**src/rtl/lc3_pkg.sv**
```systemverilog
// Shared types and helpers for the multi-cycle LC-3 core.
package lc3_pkg;

    typedef enum logic [3:0] {
        OP_BR   = 4'b0000,
        OP_ADD  = 4'b0001,
        OP_LD   = 4'b0010,
        OP_ST   = 4'b0011,
        OP_JSR  = 4'b0100,
        OP_AND  = 4'b0101,
        OP_LDR  = 4'b0110,
        OP_STR  = 4'b0111,
        OP_RTI  = 4'b1000,
        OP_NOT  = 4'b1001,
        OP_LDI  = 4'b1010,
        OP_STI  = 4'b1011,
        OP_JMP  = 4'b1100,
        OP_RES  = 4'b1101,
        OP_LEA  = 4'b1110,
        OP_TRAP = 4'b1111
    } opcode_e;

    typedef enum logic [2:0] {
        S_FETCH,
        S_DECODE,
        S_EXEC,
        S_IND,
        S_MEM,
        S_HALT
    } state_e;

    localparam logic [7:0] TRAP_HALT = 8'h25;

    // Sign-extend the low w bits of v; the upper bits of v are ignored.
    function automatic logic [15:0] sext(input logic [15:0] v, input int unsigned w);
        logic signed [15:0] t;
        t = $signed(v << (16 - w));
        return t >>> (16 - w);
    endfunction

    function automatic logic [2:0] cc_of(input logic [15:0] r);
        return {r[15], r == 16'h0000, !r[15] && (r != 16'h0000)};
    endfunction

endpackage

```
**src/rtl/lc3_regfile.sv**
```systemverilog
// Eight 16-bit general registers: two combinational read ports, one write port.
module lc3_regfile (
    input  logic        clk,
    input  logic        rst_n,
    input  logic [2:0]  ra_addr,
    input  logic [2:0]  rb_addr,
    output logic [15:0] ra_data,
    output logic [15:0] rb_data,
    input  logic        we,
    input  logic [2:0]  waddr,
    input  logic [15:0] wdata
);
    logic [15:0] regs_q [8];
    logic [15:0] regs_d [8];

    always_comb begin
        regs_d = regs_q;
        if (we) regs_d[waddr] = wdata;
    end

    always_ff @(posedge clk or negedge rst_n) begin
        if (!rst_n) begin
            for (int i = 0; i < 8; i++) regs_q[i] <= '0;
        end else begin
            regs_q <= regs_d;
        end
    end

    assign ra_data = regs_q[ra_addr];
    assign rb_data = regs_q[rb_addr];

endmodule

```
**src/rtl/lc3_mc_core.sv**
```systemverilog
// Multi-cycle LC-3 core (no RTI) with a req/ready memory port, TRAP, indirect modes and HALT.
module lc3_mc_core import lc3_pkg::*; #(
    parameter logic [15:0] RESET_PC     = 16'h3000,
    parameter int          ADDR_W       = 16,
    parameter bit          HALT_ON_TRAP = 1'b1
) (
    input  logic              clk,
    input  logic              reset,
    output logic              mem_req,
    output logic              mem_we,
    output logic [ADDR_W-1:0] mem_addr,
    output logic [15:0]       mem_wdata,
    input  logic [15:0]       mem_rdata,
    input  logic              mem_ready,
    output logic              halted,
    output logic [15:0]       pc,
    output logic [2:0]        cc
);
    state_e      state_q, state_d;
    logic [15:0] pc_q, pc_d, ir_q, ir_d, ea_q, ea_d;
    logic [2:0]  cc_q, cc_d;

    opcode_e     op;
    logic        is_store, access, accept, br_taken;
    logic [15:0] ra_data, rb_data, op2, pc_rel9, addr16, alu_res;
    logic [2:0]  rb_addr;
    logic        rf_we;
    logic [2:0]  rf_waddr;
    logic [15:0] rf_wdata;

    assign op       = opcode_e'(ir_q[15:12]);
    assign is_store = (op == OP_ST) || (op == OP_STR) || (op == OP_STI);
    assign access   = (state_q == S_FETCH) || (state_q == S_IND) || (state_q == S_MEM);
    assign accept   = access && mem_ready;
    assign rb_addr  = is_store ? ir_q[11:9] : ir_q[2:0];
    assign op2      = ir_q[5] ? sext(ir_q, 5) : rb_data;
    assign pc_rel9  = pc_q + sext(ir_q, 9);
    assign br_taken = |(ir_q[11:9] & cc_q);
    assign addr16   = (state_q == S_FETCH) ? pc_q : ea_q;

    lc3_regfile u_rf (
        .clk     (clk),
        .rst_n   (reset),
        .ra_addr (ir_q[8:6]),
        .rb_addr (rb_addr),
        .ra_data (ra_data),
        .rb_data (rb_data),
        .we      (rf_we),
        .waddr   (rf_waddr),
        .wdata   (rf_wdata)
    );

    always_ff @(posedge clk or negedge reset) begin
        if (!reset) begin
            state_q <= S_FETCH;
            pc_q    <= RESET_PC;
            ir_q    <= '0;
            ea_q    <= '0;
            cc_q    <= 3'b010;
        end else begin
            state_q <= state_d;
            pc_q    <= pc_d;
            ir_q    <= ir_d;
            ea_q    <= ea_d;
            cc_q    <= cc_d;
        end
    end

    always_comb begin
        state_d = state_q;
        case (state_q)
            S_FETCH:  if (accept) state_d = S_DECODE;
            S_DECODE: state_d = S_EXEC;
            S_EXEC: begin
                case (op)
                    OP_LD, OP_LDR, OP_ST, OP_STR: state_d = S_MEM;
                    OP_LDI, OP_STI:               state_d = S_IND;
                    OP_TRAP: state_d = (HALT_ON_TRAP && ir_q[7:0] == TRAP_HALT) ? S_HALT : S_IND;
                    OP_RTI, OP_RES:               state_d = S_HALT;
                    default:                      state_d = S_FETCH;
                endcase
            end
            S_IND:    if (accept) state_d = (op == OP_TRAP) ? S_FETCH : S_MEM;
            S_MEM:    if (accept) state_d = S_FETCH;
            default:  state_d = S_HALT;
        endcase
    end

    always_comb begin
        case (op)
            OP_ADD:  alu_res = ra_data + op2;
            OP_AND:  alu_res = ra_data & op2;
            default: alu_res = ~ra_data;
        endcase
    end

    always_comb begin
        pc_d     = pc_q;
        ir_d     = ir_q;
        ea_d     = ea_q;
        cc_d     = cc_q;
        rf_we    = 1'b0;
        rf_waddr = ir_q[11:9];
        rf_wdata = alu_res;
        case (state_q)
            S_FETCH:  if (accept) ir_d = mem_rdata;
            S_DECODE: pc_d = pc_q + 16'd1;
            S_EXEC: begin
                case (op)
                    OP_ADD, OP_AND, OP_NOT: begin
                        rf_we = 1'b1;
                        cc_d  = cc_of(alu_res);
                    end
                    OP_BR:  if (br_taken) pc_d = pc_rel9;
                    OP_JMP: pc_d = ra_data;
                    // Target comes from the read port before R7 is overwritten at this edge.
                    OP_JSR: begin
                        rf_we    = 1'b1;
                        rf_waddr = 3'd7;
                        rf_wdata = pc_q;
                        pc_d     = ir_q[11] ? pc_q + sext(ir_q, 11) : ra_data;
                    end
                    OP_LEA: begin
                        rf_we    = 1'b1;
                        rf_wdata = pc_rel9;
                    end
                    OP_LD, OP_ST, OP_LDI, OP_STI: ea_d = pc_rel9;
                    OP_LDR, OP_STR:               ea_d = ra_data + sext(ir_q, 6);
                    OP_TRAP:                      ea_d = {8'h00, ir_q[7:0]};
                    default: ;
                endcase
            end
            S_IND: begin
                if (accept) begin
                    if (op == OP_TRAP) begin
                        rf_we    = 1'b1;
                        rf_waddr = 3'd7;
                        rf_wdata = pc_q;
                        pc_d     = mem_rdata;
                    end else begin
                        ea_d = mem_rdata;
                    end
                end
            end
            S_MEM: begin
                if (accept && !is_store) begin
                    rf_we    = 1'b1;
                    rf_wdata = mem_rdata;
                    cc_d     = cc_of(mem_rdata);
                end
            end
            default: ;
        endcase
    end

    // Bus outputs are gated by reset so an in-flight request vanishes the moment reset asserts.
    always_comb begin
        mem_req   = reset && access;
        mem_we    = mem_req && (state_q == S_MEM) && is_store;
        mem_addr  = mem_req ? addr16[ADDR_W-1:0] : '0;
        mem_wdata = mem_we ? rb_data : '0;
        halted    = (state_q == S_HALT);
        pc        = pc_q;
        cc        = cc_q;
    end

endmodule

```
**config.mk**
```make
export PLATFORM = sky130hd
export DESIGN_NAME = lc3_mc_core
export DESIGN_NICKNAME = d
export VERILOG_FILES = /design/src/rtl/lc3_pkg.sv /design/src/rtl/lc3_regfile.sv /design/src/rtl/lc3_mc_core.sv
export SDC_FILE = /design/constraint.sdc
export NUM_CORES = 1
export LEC_CHECK = 0
export ABC_CLOCK_PERIOD_IN_PS = 7800
export CAP_MARGIN = 20
export CORE_ASPECT_RATIO = 0.6
export CORE_MARGIN = 5
export CORE_UTILIZATION = 25
export DETAILED_ROUTE_END_ITERATION = 12
export PLACE_DENSITY = 0.5
export SYNTH_ARGS = -nofsm -noshare
export SYNTH_HDL_FRONTEND = slang
export SYNTH_HIERARCHICAL = 1
export SYNTH_SLANG_ARGS = --single-unit
```
**constraint.sdc**
```tcl
create_clock -name clk -period 7.8 [get_ports clk]
set_input_delay 1.17 -clock clk [delete_from_list [all_inputs] [get_ports clk]]
set_output_delay 1.17 -clock clk [all_outputs]
set_load 0.01 [all_outputs]
```
==> results of run 1 <==
sequential cells by signal, indices dropped and copies added (netlist names):
register,flops
state_q,3
cc,3
ea_q,16
u_rf/regs_q,128
ir_q,16
pc,16
cells in the final DEF (no fill, tap or decap), types with 8 or more instances in the layout:
cell type	instances
xor2_1	17
and3_1	15
ha_1	53
nor3_1	25
a22oi_1	14
a21oi_1	105
dfrtp_1	177
nand3_1	24
mux4_1	56
mux2i_1	14
o211ai_1	11
a21o_1	20
clkdlybuf4s50_1	71
inv_1	29
nor2b_1	10
clkbuf_16	17
a31oi_1	8
a222oi_1	11
and2_1	9
xnor2_1	17
mux2_2	186
buf_4	25
a211oi_1	12
o21ai_0	91
nor4_1	22
nand2_1	128
mux4_2	8
o31ai_1	10
nor2_1	72
final timing paths:
path	start	endpoint	slack, ns	depth (start not counted)
max	ir_q[15]$_DFFE_PN0P_	u_rf/regs_q[60]$_DFFE_PN0P_	1.34	18
max in group asynchronous	reset	u_rf/regs_q[14]$_DFFE_PN0P_	5.02	3
min in group asynchronous	reset	u_rf/regs_q[65]$_DFFE_PN0P_	0.71	1
min reg2reg	ea_q[9]$_DFFE_PN0P_	ea_q[9]$_DFFE_PN0P_	0.48	2
min	ea_q[9]$_DFFE_PN0P_	ea_q[9]$_DFFE_PN0P_	0.48	2
max reg2reg	ir_q[15]$_DFFE_PN0P_	u_rf/regs_q[60]$_DFFE_PN0P_	1.34	18
synth_stat cells, types with 22 or more instances:
| cell | number | share of area (%) |
|---|---|---|
| mux4_1 | 56 | 10 |
| mux2_2 | 186 | 15 |
| dfrtp_1 | 179 | 32 |
| nor3_1 | 26 | 0.92 |
| o21ai_0 | 91 | 3.2 |
| inv_1 | 29 | 0.77 |
| clkbuf_1 | 51 | 1.3 |
| nor4_1 | 22 | 0.97 |
| a21oi_1 | 106 | 3.7 |
| ha_1 | 53 | 4.7 |
| nand2_1 | 128 | 3.4 |
| nor2_1 | 72 | 1.9 |
| nand3_1 | 24 | 0.85 |
worst register-to-register path: stages (launching register included):
cell	delay, ns
dfrtp_1	0.61
nand2_1	0.22
nand3_1	0.13
buf_4	0.27
mux2_2	0.73
buf_4	0.40
mux4_1	0.60
mux2_2	0.33
inv_1	0.08
o21ai_0	0.08
ha_1	0.36
and2_1	0.23
a21oi_1	0.23
nand4bb_1	0.28
a41oi_1	0.34
mux2i_1	0.21
o311ai_0	0.19
o21ai_0	0.80
mux2_2	0.30
final cells by class:
type	count	share of cell area (%)
clock buffers	20	2.81
well taps	759	5.85
clock inverters	11	1.01
inverters	29	0.671
repair buffers	98	5.67
multi-input cells	1072	55.9
flip-flops and latches	182	28.1
stage by stage:
step | power (W) | worst slack (ns) | area [um2] | utilization (%) | hold slack (ns)
floorplan | 0.000965 | 3.02 | 14200 | - | 0.448
CTS | 0.00197 | 1.50 | 16200 | 29.0 | 0.484
finish | 0.00196 | 1.34 | 16200 | 29.0 | 0.484
detailed placement | 0.00101 | 1.55 | 15600 | 27.9 | 0.467
global route | 0.00201 | 0.959 | 16200 | 29.0 | 0.510
global placement | 0.00101 | 1.72 | 15600 | 27.9 | 0.463
where the power goes:
group / switching, W / total (W) / internal, W
Combinational: 0.0000372 / 0.0000476 / 0.0000104
Sequential: 0 / 0.000943 / 0.000943
Clock: 0.000438 / 0.000966 / 0.000529
per-layer routing:
metal / vias up / global-route usage, %
met4: 0 / 3.45
li1: 5372 / -
met5: - / 0
met1: 6266 / 26.4
met2: 539 / 22.9
met3: 47 / 4.46
cells by family (layout without fill, tap and decap cells):
group | count (synthesis) | count (layout) | share of synthesized area (%)
compound gates | 364 | 364 | 16.6
xor+xnor | 34 | 34 | 2.10
fa+ha+maj | 56 | 56 | 5.10
simple gates | 353 | 353 | 12.4
mux | 265 | 265 | 27.5
buf+inv | 123 | 158 | 4.19
flops | 182 | 182 | 32.1
==> metrics.cfg, run 1 <==
[route]
drtAntennaViolNets=0
viasPerCell=5.63
firstDrtPassIters=8
dr.max_layer_used=met4
routed_wl_mm=53.0
wl_per_cell_um=24.4
drcViolationCount=0
wl_met1_mm=26.6
first_iter_violations=1422
via_count=12224
met2_length_mm=21.3
wl_met3_mm=4.52

[logic_synthesis]
synth_seq_cells=182
ys_async_sr_fraction_pct=100
syn_inst=1377
seq_area_frac_synth_pct=32.1
yosysUniqueCellTypes=84
syn_area_um2=14200
synth_edf_count=0
synth_nets=1452
avgSynthCellArea_um2=10.3
synth.yosys.warnings=6
synth-main-ff-cell=dfrtp_1

[worst_hold_path]
hp-class=reg2reg

[timing]
max_freq_ghz=0.155
setup-violations-final=0
rsz0062_at_grt=false
slew_viol_final=0
finalCritPeriodShare_pct=82.8
hold_violations=0
worst_slew_pin_slew_ns=1.17
setup_tns_ns=0
finClkSkew_ns=0.0158
min_period_ns=6.46
slew_headroom_pct=21.3

[placed_design]
dp_hpwl_mm=38.8
place_inst=2139
port_buffers=72
place.gp.congestion=0.948

[critical_path]
cpLargestDelayFamily=multiplexers
cp_max_fo=21
cp_cell_sequence=nand2_1 > nand3_1 > buf_4 > mux2_2 > buf_4 > mux4_1 > mux2_2 > inv_1 > o21ai_0 > ha_1 > and2_1 > a21oi_1 > nand4bb_1 > a41oi_1 > mux2i_1 > o311ai_0 > o21ai_0 > mux2_2
end_kind=register
crit_arrival_ns=6.87
cpPeakStageDelay_ns=0.80
crit_path_top_delay_cell=o21ai_0
startpoint_type=register
critPathKind=reg2reg
cp_common_cell=mux2_2
cp_num_buf_inv=3
worstPathRequired_ns=8.21

[floorplanning]
fp.dieW_um=317
coreArea_um2=56000
die-area_um2=61800
die_h_um=194
initial_core_util_pct=25.3
rows=67
ios=73

[global_routing]
grt_max_degree=82
grt_pass1_wl_mm=79.7
overflow=0
grt_pass1_vias=11927
antenna_found_initial=0
grt_usage_pct=16.9

[clock_network]
clk_path_buf_depth=2
cts_made_buffers=17
htree_levels=4
cts_tree=built
cts_setup_buffers=0
cts_resized=0
cts_hold_buffers=0
insertion_delay_ns=0.47
clock_sinks=182
root_buffer=clkbuf_16
clk_pin_slew_worst_paths_ns=0.08

[layout]
num_antenna_cells=0
multi_input_area_um2=9070
fillerInstances=5864
layout.cells.non_filler=2171
drive_above_1_share_pct=20.0
area_delta_synth_final_pct=14.4
nets=1475
seq_area_um2=4560

[power]
leakagePower_nw=7.15
power_density_nw_per_um2=121
vdd_drop_max_v=0.000135

[status]
status=finished, final reports clean

[flow_run]
max_cap_viol_count=0

(Power assumes the default switching activity.)
==> inputs of run 2 (changes only) <==
Settings changed: ABC_CLOCK_PERIOD_IN_PS 7800 to 5700, PLACE_DENSITY 0.5 to 0.51.
Clock period 7.8 ns to 5.7 ns, I/O delays scaled along.
==> run 2 against run 1 <==
Compared with the run above: clock power rose by 35%; first-iteration DRC count decreased by 4.3%; clock skew is 0.0075 ns lower; cell area rose by 1.3%; sequential power grew 37%; total power up 36%; non-clock buffer count grew 24; worst hold slack worse by 0.20 ns; sequential cell count unchanged; via count is 0.41% higher; worst setup slack got worse by 1.0 ns; critical endpoint is now u_rf/regs_q[87]$_DFFE_PN0P_.
==> metrics.cfg, run 2 (same netlist as run 1, synthesis figures left out) <==
[route]
wl_met1_mm=25.9
wl_met3_mm=4.93
first_iter_violations=1361
firstDrtPassIters=6
via_count=12274
viasPerCell=5.59
wl_per_cell_um=24.0
routed_wl_mm=52.7
drcViolationCount=0
drtAntennaViolNets=0
dr.max_layer_used=met5
met2_length_mm=20.8

[clock_network]
cts_made_buffers=17
cts_setup_buffers=0
htree_levels=4
clk_pin_slew_worst_paths_ns=0.07
insertion_delay_ns=0.46
cts_hold_buffers=0
clk_path_buf_depth=2
root_buffer=clkbuf_16
clock_sinks=182
cts_tree=built

[layout]
area_delta_synth_final_pct=15.9
nets=1499
most-common-layout-cells=mux2_2 (185), dfrtp_1 (178), nand2_1 (128)
final_common_cell=mux2_2
num_antenna_cells=0
fillerInstances=5888
largest_reg_flops=128
top_register=u_rf/regs_q
drive_above_1_share_pct=21.2

[timing]
slew_viol_final=0
holdWs_ns=0.285
slew_headroom_pct=23.4
finalCritPeriodShare_pct=94.5
rsz0062_at_grt=false
setup-violations-final=0
max_freq_ghz=0.186
min_period_ns=5.39
setup_tns_ns=0
worst_slew_pin_slew_ns=1.15
hold_violations=0
finClkSkew_ns=0.00830

[placed_design]
place.gp.congestion=0.969
port_buffers=72
dp_hpwl_mm=39.5

[critical_path]
cp_max_fo=14
crit_arrival_ns=5.73
crit_start=ir_q[14]$_DFFE_PN0P_
end_kind=register
startpoint_type=register
rr_startpoint=ir_q[14]$_DFFE_PN0P_
worstPathRequired_ns=6.04
critPathKind=reg2reg

[worst_hold_path]
hp-class=in2async

[power]
vdd_drop_max_v=0.000201
power_density_nw_per_um2=162
leakagePower_nw=7.29

[global_routing]
grt_max_degree=58
antenna_found_initial=2
grt_pass1_vias=11911
overflow=0
grt_pass1_wl_mm=78.9
grt_usage_pct=16.7

[floorplanning]
die-area_um2=61800
rows=67
ios=73
fp.dieW_um=317
die_h_um=194
initial_core_util_pct=25.3
coreArea_um2=56000

[status]
status=finished, final reports clean

[flow_run]
max_cap_viol_count=0

-- run 2: changes by cell type in the layout (fill, tap and decap cells not counted), sizes merged --
cell / before / now
buf: 25 / 50
clkinvlp: 1 / 0
clkinv: 2 / 0
clkbuf: 22 / 20
inv: 34 / 38
-- run 2: power by group --
group,switching [W],internal [W]
Clock,0.000581,0.000719
Combinational,0.0000499,0.0000146
Sequential,0,0.00129
-- run 2: worst max-delay path: stages (launching register included) --
cell and delay, ns:
dfrtp_1 0.39, nand2_1 0.08, nand3_1 0.14, mux2_2 0.56, mux4_1 0.61, mux2_2 0.29, mux2i_1 0.22, inv_1 0.07
ha_1 0.28, a21oi_1 0.38, o2111a_1 0.38, nor3_1 0.07, o311ai_0 0.39, o21ai_0 0.21, a222oi_1 0.40, o21ai_0 0.41
mux2_2 0.40
-- run 2: per-stage QoR --
| stage | total power [W] | std cells | instance area, um2 | setup slack, ns | utilization (%) |
|---|---|---|---|---|---|
| 2_1_floorplan | 0.00132 | 1377 | 14200 | 0.920 | - |
| 3_3_place_gp | 0.00138 | 2164 | 15800 | 0.395 | 28.2 |
| 3_5_place_dp | 0.00138 | 2164 | 15800 | 0.207 | 28.2 |
| 4_1_cts | 0.00269 | 2195 | 16400 | 0.169 | 29.3 |
| 5_1_grt | 0.00274 | 2195 | 16400 | 0.0902 | 29.3 |
| 6_report | 0.00265 | 2195 | 16400 | 0.311 | 29.3 |
-- run 2: metal layers --
metal | track usage (%) | vias to the layer above
li1 | - | 5408
met1 | 25.5 | 6243
met3 | 5.16 | 74
met5 | 0 | -
met2 | 22.6 | 547
met4 | 4.30 | 2
-- run 2: final timing paths --
path	endpoint	slack (ns)	cells after the start
max	u_rf/regs_q[87]$_DFFE_PN0P_	0.31	16
min	u_rf/regs_q[50]$_DFFE_PN0P_	0.29	1
max reg2reg	u_rf/regs_q[87]$_DFFE_PN0P_	0.31	16
min reg2reg	ea_q[13]$_DFFE_PN0P_	0.48	2
max in group asynchronous	ir_q[10]$_DFFE_PN0P_	3.64	3
min in group clk	ea_q[13]$_DFFE_PN0P_	0.48	2
-- run 2: area by class of cell --
type / count / area (um2) / share of cell area (%)
sequential: 182 / 4560 / 27.7
timing repair buffer: 122 / 1120 / 6.84
clock inverter: 12 / 179 / 1.09
multi-input combinational: 1072 / 9070 / 55.2
inverter: 29 / 109 / 0.662
tap: 759 / 950 / 5.78
clock buffer: 19 / 443 / 2.70
-- run 2: timing repair --
| action | in CTS | in global routing |
|---|---|---|
| hold endpoints to repair | 0 | 0 |
| resized for setup | 0 | 1 |
| setup endpoints to repair | 0 | 19 |
